<file path="src/rtl/bcd_display_ctrl_if.sv">
// Bus between a value producer and the BCD display controller: load/value in,
// busy/done status and registered digits with blanking flags out.
interface bcd_display_ctrl_if;
  logic [7:0] value;
  logic       load;
  logic       busy;
  logic       done;
  logic [3:0] unidades;
  logic [3:0] decenas;
  logic [3:0] centenas;
  logic       blank_dec;
  logic       blank_cen;
  logic [1:0] state;

  modport master (
    output value, load,
    input  busy, done, unidades, decenas, centenas, blank_dec, blank_cen, state
  );

  modport slave (
    input  value, load,
    output busy, done, unidades, decenas, centenas, blank_dec, blank_cen, state
  );
endinterface

</file>
<file path="src/rtl/bcd_display_ctrl.sv">
// Sequential 8-bit binary to 3-digit BCD converter (shift-and-add-3) with
// registered digits, leading-zero blanking flags and a load/busy/done handshake.
module bcd_display_ctrl #(
  parameter int WIDTH = 8
) (
  input logic              clk,
  input logic              rst,
  bcd_display_ctrl_if.slave bus
);

  // Handshake: a request is taken whenever load=1 at a rising edge. In IDLE it
  // starts at once; while busy it is parked in a single pending slot where the
  // newest request overwrites older ones. busy covers active and pending work;
  // done is a one-cycle pulse in the cycle after digits are published.

  typedef enum logic [1:0] {
    IDLE    = 2'd0,
    SHIFT   = 2'd1,
    PUBLISH = 2'd2
  } state_t;

  state_t           state_q, state_d;
  logic [WIDTH-1:0] bin_q;
  logic [11:0]      scratch_q;
  logic [11:0]      scratch_adj;
  logic [2:0]       cnt_q;
  logic             pending_q;
  logic [WIDTH-1:0] pend_val_q;
  logic             start;
  logic [WIDTH-1:0] start_val;
  logic             done_q;
  logic [3:0]       uni_q, dec_q, cen_q;
  logic             blank_dec_q, blank_cen_q;

  function automatic logic [3:0] add3(input logic [3:0] n);
    return (n >= 4'd5) ? n + 4'd3 : n;
  endfunction

  assign scratch_adj = {add3(scratch_q[11:8]), add3(scratch_q[7:4]), add3(scratch_q[3:0])};

  always_comb begin
    state_d   = state_q;
    start     = 1'b0;
    start_val = bus.value;
    case (state_q)
      IDLE: begin
        if (bus.load) begin
          start     = 1'b1;
          start_val = bus.value;
          state_d   = SHIFT;
        end else if (pending_q) begin
          start     = 1'b1;
          start_val = pend_val_q;
          state_d   = SHIFT;
        end
      end
      SHIFT: begin
        if (cnt_q == 3'd7) state_d = PUBLISH;
      end
      PUBLISH: begin
        // A request arriving on this very edge is newer than the parked one.
        if (pending_q) begin
          start     = 1'b1;
          start_val = bus.load ? bus.value : pend_val_q;
          state_d   = SHIFT;
        end else begin
          state_d = IDLE;
        end
      end
      default: state_d = IDLE;
    endcase
  end

  always_ff @(posedge clk) begin
    if (rst) begin
      state_q     <= IDLE;
      bin_q       <= '0;
      scratch_q   <= '0;
      cnt_q       <= '0;
      pending_q   <= 1'b0;
      pend_val_q  <= '0;
      done_q      <= 1'b0;
      uni_q       <= '0;
      dec_q       <= '0;
      cen_q       <= '0;
      blank_dec_q <= 1'b1;
      blank_cen_q <= 1'b1;
    end else begin
      state_q <= state_d;
      done_q  <= (state_q == PUBLISH);

      if (start) begin
        bin_q     <= start_val;
        scratch_q <= '0;
        cnt_q     <= '0;
      end else if (state_q == SHIFT) begin
        {scratch_q, bin_q} <= {scratch_adj[10:0], bin_q, 1'b0};
        cnt_q              <= cnt_q + 3'd1;
      end

      case (state_q)
        IDLE: begin
          if (start) pending_q <= 1'b0;
        end
        SHIFT: begin
          if (bus.load) begin
            pending_q  <= 1'b1;
            pend_val_q <= bus.value;
          end
        end
        PUBLISH: begin
          if (pending_q) begin
            pending_q <= 1'b0;
          end else if (bus.load) begin
            pending_q  <= 1'b1;
            pend_val_q <= bus.value;
          end
        end
        default: pending_q <= pending_q;
      endcase

      if (state_q == PUBLISH) begin
        cen_q       <= scratch_q[11:8];
        dec_q       <= scratch_q[7:4];
        uni_q       <= scratch_q[3:0];
        blank_cen_q <= (scratch_q[11:8] == 4'd0);
        blank_dec_q <= (scratch_q[11:4] == 8'd0);
      end
    end
  end

  assign bus.busy      = (state_q != IDLE) || pending_q;
  assign bus.done      = done_q;
  assign bus.unidades  = uni_q;
  assign bus.decenas   = dec_q;
  assign bus.centenas  = cen_q;
  assign bus.blank_dec = blank_dec_q;
  assign bus.blank_cen = blank_cen_q;
  assign bus.state     = state_q;

endmodule

</file>
<file path="src/flat_wrapper.sv">
// flat-port wrapper written by rule: the top's interface ports become plain ports
module bcd_display_ctrl_flat 
#(
  parameter int WIDTH = 8
)
  (clk, rst, bus_value, bus_load, bus_busy, bus_done, bus_unidades, bus_decenas, bus_centenas, bus_blank_dec, bus_blank_cen, bus_state);
  bcd_display_ctrl_if bus_i ();
  input logic clk;
  input logic rst;
  input wire logic [$bits(bus_i.value)-1:0] bus_value;
  input wire logic [$bits(bus_i.load)-1:0] bus_load;
  output wire logic [$bits(bus_i.busy)-1:0] bus_busy;
  output wire logic [$bits(bus_i.done)-1:0] bus_done;
  output wire logic [$bits(bus_i.unidades)-1:0] bus_unidades;
  output wire logic [$bits(bus_i.decenas)-1:0] bus_decenas;
  output wire logic [$bits(bus_i.centenas)-1:0] bus_centenas;
  output wire logic [$bits(bus_i.blank_dec)-1:0] bus_blank_dec;
  output wire logic [$bits(bus_i.blank_cen)-1:0] bus_blank_cen;
  output wire logic [$bits(bus_i.state)-1:0] bus_state;
  assign bus_i.value = bus_value;
  assign bus_i.load = bus_load;
  assign bus_busy = bus_i.busy;
  assign bus_done = bus_i.done;
  assign bus_unidades = bus_i.unidades;
  assign bus_decenas = bus_i.decenas;
  assign bus_centenas = bus_i.centenas;
  assign bus_blank_dec = bus_i.blank_dec;
  assign bus_blank_cen = bus_i.blank_cen;
  assign bus_state = bus_i.state;
  bcd_display_ctrl #(.WIDTH(WIDTH)) u_core (.clk(clk), .rst(rst), .bus(bus_i));
endmodule
</file>
<file path="config.mk">
export PLATFORM = sky130hd
export DESIGN_NAME = bcd_display_ctrl_flat
export DESIGN_NICKNAME = d
export VERILOG_FILES = /design/src/rtl/bcd_display_ctrl_if.sv /design/src/rtl/bcd_display_ctrl.sv /design/src/flat_wrapper.sv
export SDC_FILE = /design/constraint.sdc
export NUM_CORES = 1
export LEC_CHECK = 0
export ABC_AREA = 1
export CAP_MARGIN = 5
export CORE_MARGIN = 2
export CORE_UTILIZATION = 31
export CTS_BUF_LIST = sky130_fd_sc_hd__clkbuf_4 sky130_fd_sc_hd__clkbuf_8 sky130_fd_sc_hd__clkbuf_16
export DETAILED_ROUTE_END_ITERATION = 6
export PLACE_DENSITY_LB_ADDON = 0.15
export SYNTH_ARGS = -nofsm -noshare
export SYNTH_HDL_FRONTEND = slang
export SYNTH_SLANG_ARGS = --single-unit
</file>
<file path="constraint.sdc">
create_clock -name clk -period 1.9 [get_ports clk]
set_input_delay 0.38 -clock clk [delete_from_list [all_inputs] [get_ports clk]]
set_output_delay 0.38 -clock clk [all_outputs]
set_load 0.01 [all_outputs]
</file>
Word level (Yosys, flattened, before mapping):

Cells that the tools add are included.

* mux-type cells: 25
* add/sub/neg operators: 4
* $lt $le $gt $ge: 3
* equal/unequal tests: 8
* reduce and logical (&&, ||, !) cells: 12

Operators with widths (count)
* $mux W8: 7
* $pmux W8 S2: 2
* $ge A4 B3 Y1 const B: 3
* $add A4 B2 Y4 const B: 2
* $logic_not A8 Y1: 1
* $mux W4: 2
* $mux W1: 7
* $mux W2: 3
* $pmux W2 S3: 1
* $reduce_bool A2 Y1: 3
* $logic_not A4 Y1: 1
* $ne A2 B1 Y1 const B: 2
* $ne A2 B2 Y1 const B: 2
* $reduce_and A2 Y1: 2
* $add A3 B1 Y3 const B: 1
* $add A3 B2 Y3 const B: 1
* $eq A3 B3 Y1 const B: 1
* $mux W3: 1
* $ne A3 B2 Y1 const B: 1
* $pmux W1 S3: 1
* $reduce_and A3 Y1: 1
* $reduce_bool A3 Y1: 1
* $eq A2 B1 Y1 const B: 1
* $eq A2 B2 Y1 const B: 1
* 4 further kinds: 4

* bits of input ports: 11
* flip-flop bits (word level): 49
* logic and storage cells: 64

Longest topological paths before layout:

* word-level depth: 5
* mapped depth: 11

Worst setup path after synthesis:

No wires, ideal clock.

* kind: flip-flop to flip-flop
* from: reg u_core.state_q[0] (netlist: u_core.bus.state[0])
* to: reg u_core.pend_val_q[5]
* arrival time: 1445 ps
* buffers on the path: 3
* library setup time: 74 ps
* cell stages (with the launch flop): 10
* setup slack: 381 ps
* path through: dfxtp_1 > inv_1 > ha_1 > buf_6 > nand2_4 > and2_4 > buf_6 > buf_8 > o21ai_2 > a31oi_1

* cells in the longest elaborated chain, start to end: 3

RTL lines
* start: declaration: RTL line bcd_display_ctrl.sv:22 `state_t state_q, state_d;`
* start signal: assignment: RTL line bcd_display_ctrl.sv:89 `state_q <= state_d;`
* $eq A2 B2 Y1 / $eq A2 B1 Y1 (equally long branches): RTL line bcd_display_ctrl.sv:101 `case (state_q)`
* $ne A2 B2 Y1 (no line) / $reduce_bool A2 Y1 (equally long branches)
* $reduce_and A2 Y1 (no line)
* end signal: assignment: RTL line bcd_display_ctrl.sv:108 `pend_val_q <= bus.value;`
* end signal: assignment: RTL line bcd_display_ctrl.sv:116 `pend_val_q <= bus.value;`
* end: declaration: RTL line bcd_display_ctrl.sv:28 `logic [WIDTH-1:0] pend_val_q;`

Several ways; a longest one is shown, not always the timed one.
A chain may end at the register's enable or synchronous reset.

Final worst setup path:

* from: reg u_core.state_q[0] (netlist: u_core.bus.state[0])
* to: out bus_state[0]

RTL lines
* end: declaration: RTL line flat_wrapper.sv:19 `output wire logic [$bits(bus_i.state)-1:0] bus_state;`

No word-level cell between the ends.

==> key figures <==
Floorplanning
  – Die ar.: 0.00857 sq mm
  – FP Rows: 32
  – Die H: 92.6 microns
  – Core area: 0.00765 sq mm
  – Initial Util: 31.8%
  – Chip Width: 92.6 microns
  – IO Count: 29

STA
  – Fin Clk Skew: 0.0108 ns
  – Slew @ Worst Pin: 0.403 ns
  – RSZ-0062 raised after global routing: false
  – Final Max Tran Viols: 0
  – Max frequency: 595 MHz
  – Final hold violations: 0
  – Max transition margin: 72.9%
  – Fin crit period: 1.68 ns
  – Endpoints failing setup: 0
  – Final period util: 88.5%
  – Setup TNS: 0 ns

Synthesis
  – Netlist cell types: 30
  – Sequential share of the synthesized area: 40.3%
  – Avg Synthesized Cell Area: 7.64 sq um
  – Synthesized Nets: 344
  – Largest family of logic cells by synthesized area: compound AO/OA/AOI/OAI gates
  – Synth Cell Area: 0.00243 sq mm
  – Synth warn: 0
  – #FFs+latches synth: 49
  – Post-Synth XOR/XNOR Area: 0.360%
  – Post-synthesis simple-gate area fraction: 19.7%
  – Mux cell area share after synthesis: 0%
  – Cell count after synthesis: 318
  – Area share of fa/ha/maj cells after synthesis: 7.72%
  – Compound-cell area share of the yosys netlist: 21.5%

Routing
  – Drt initial violations: 82
  – Remaining DRCs: 0
  – First-pass iteration count of the detailed router: 4
  – Vias: 2058
  – Antenna Nets Post-Route: 0
  – Routed length per instance: 11.1 microns
  – Via density: 4.56
  – Total wire length: 5.00 mm

Placed design
  – DP HPWL: 3.60 mm
  – Placed Area: 0.00282 sq mm
  – GP Congestion: 0.762
  – Port Buffers: 28

CTS
  – CTS tree: built
  – CTS sink cnt: 49
  – Max Buffers Root-to-Sink: 2
  – Skew-Pair Late Insertion Delay: 0.30 ns
  – Hold buffers post-CTS: 0
  – Reg clk slew, reported paths: 0.09 ns
  – CTS resizes: 1
  – CTS H-tree lvls: 2
  – Inserted Clock Buffers: 5
  – Root Driver: clkbuf_8
  – Postcts setup bufs: 0

GRT
  – Vias in the first global route: 1914
  – Antenna violations before repair: 0
  – Total global-route track usage: 12.6%
  – Pin count of the biggest net entering global routing: 29
  – GRT overflow: 0
  – First-pass GRT wire length: 8.69 mm

Finish
  – Commonest cells after routing, fill and taps aside: nand2_1 (66), dfxtp_1 (49), o21ai_0 (37)
  – Layout Nets: 375
  – Antenna cells: 0
  – Multi-input gate area: 0.00120 sq mm
  – Post-route cell area: 0.00292 sq mm
  – Fill cells: 797
  – Layout area overhead: 20.0%
  – Commonest non-fill, non-tap cell in the layout: nand2_1
  – Proportion of layout cells with a drive suffix above 1: 8.31%
  – Register area: 981 sq um

Critical path
  – Crit path max fanout: 5
  – Startpoint Class: flip-flop
  – Required @ worst endpoint: 1.52 ns
  – CP Capture Type: output pin
  – Arrival @ worst endpoint: 1.30 ns
  – Buf+Inv Stages, Crit Path: 2
  – Crit path largest cell delay: 0.53 ns
  – Register-to-register setup slack: 0.34 ns
  – CP Class: reg2out
  – Crit-path cells: buf_4, clkdlybuf4s50_1
  – CP max-delay cell: clkdlybuf4s50_1
  – CP delay by family, top: buffers and inverters

Hold path
  – Worst Hold Class: reg2reg

Power
  – Psw: 1390 uW
  – Seq pwr share: 38.7%
  – Switching share of power: 36.9%
  – Int Pwr: 2380 uW
  – Gate power share: 42.4%
  – Clk network pwr share: 18.9%
  – Static leakage: 0.00120 uW
  – Pwr Density: 1290 mW/mm^2
  – Max VDD drop: 0.490 mV

Flow run
  – Maxcap violations: 0

Outcome
  – Status: finished, final reports clean
cells in the mapped netlist (all sizes together):
| cell | n | area (sq um) |
|---|---|---|
| nand2 | 70 | 283 |
| dfxtp | 49 | 981 |
| o21ai | 39 | 203 |
| inv | 37 | 146 |
| a21oi | 26 | 134 |
| nand3 | 18 | 90.1 |
| nor2 | 17 | 63.8 |
| ha | 15 | 188 |
| buf | 13 | 98.8 |
| a31oi | 9 | 56.3 |
| o2bb2ai | 7 | 61.3 |
| o21a | 6 | 45.0 |
| a211oi | 2 | 15.0 |
| and2 | 2 | 15.0 |
| clkbuf | 2 | 7.51 |
| nand3b | 2 | 15.0 |
| nor4 | 1 | 6.26 |
| o211ai | 1 | 7.51 |
| or2 | 1 | 6.26 |
| xnor2 | 1 | 8.76 |
metal layers:
layer	routed length, microns	vias up	GRT usage (%)	share of wire [%]
met5	0	-	0	0
met4	61	0	4.48	1.2
met3	194	4	2.77	3.9
met2	2190	44	20.4	44
met1	2550	897	16.4	51
li1	-	1113	-	-
path summary, 6_finish.rpt:
path                        from              endpoint  depth (start not counted)
max          u_core.bus.state[0]          bus_state[0]                          2
min reg2reg      u_core.cnt_q[1]       u_core.cnt_q[1]                          2
max reg2reg  u_core.bus.state[1]  u_core.bus.blank_dec                          6
min              u_core.cnt_q[1]       u_core.cnt_q[1]                          2
logic make-up (layout without fill, tap and decap cells):
family / Yosys count / in the layout
XOR/XNOR: 1 / 1
flip-flops: 49 / 49
buffers and inverters: 52 / 83
AND/OR/NAND/NOR: 111 / 111
adder cells (fa/ha/maj): 15 / 15
AO/OA/AOI/OAI: 90 / 90
through the flow:
| step | worst slack, ns | hold WS [ns] | utilization (%) | instances | power (uW) |
|---|---|---|---|---|---|
| finish | 0.218 | 0.470 | 38.2 | 451 | 3770 |
| global route | 0.137 | 0.486 | 38.2 | 451 | 4110 |
| CTS | 0.192 | 0.474 | 38.2 | 451 | 3840 |
| detailed placement | 0.100 | 0.462 | 36.8 | 444 | 3110 |
| global placement | 0.113 | 0.452 | 36.8 | 444 | 3110 |
| floorplan | 0.381 | 0.444 | - | 318 | 2630 |
registers in the layout, indices dropped and copies added, names as in the netlist:
signal,flops
u_core.bus.decenas,4
u_core.bus.done,1
u_core.bus.unidades,4
u_core.scratch_q,12
u_core.pend_val_q,8
u_core.bus.blank_dec,1
u_core.bus.blank_cen,1
u_core.bin_q,8
u_core.bus.state,2
u_core.bus.centenas,4
u_core.cnt_q,3
u_core.pending_q,1
tightest hold or removal path, delay by kind of cell, from the launching register on:
family / cells / cell delay (ns)
flops: 1 / 0.32
simple gates: 1 / 0.06
compound gates: 1 / 0.05
power by group through the flow:
stage	combinational, uW	sequential, uW	clock (uW)
after floorplan	1100	1530	0
after global placement	1630	1480	0
after detailed placement	1630	1480	0
after CTS	1620	1460	754
after global routing	1830	1500	780
final	1600	1460	712
cell type report:
cell class                 instances  share of cell area [%]
multi-input combinational        217                    41.0
sequential                        49                    33.6
timing repair buffer              39                    12.4
inverter                          37                    5.02
tap                              102                    4.37
clock buffer                       5                    2.36
clock inverter                     2                    1.20
Power figures use the tool's default switching activity.
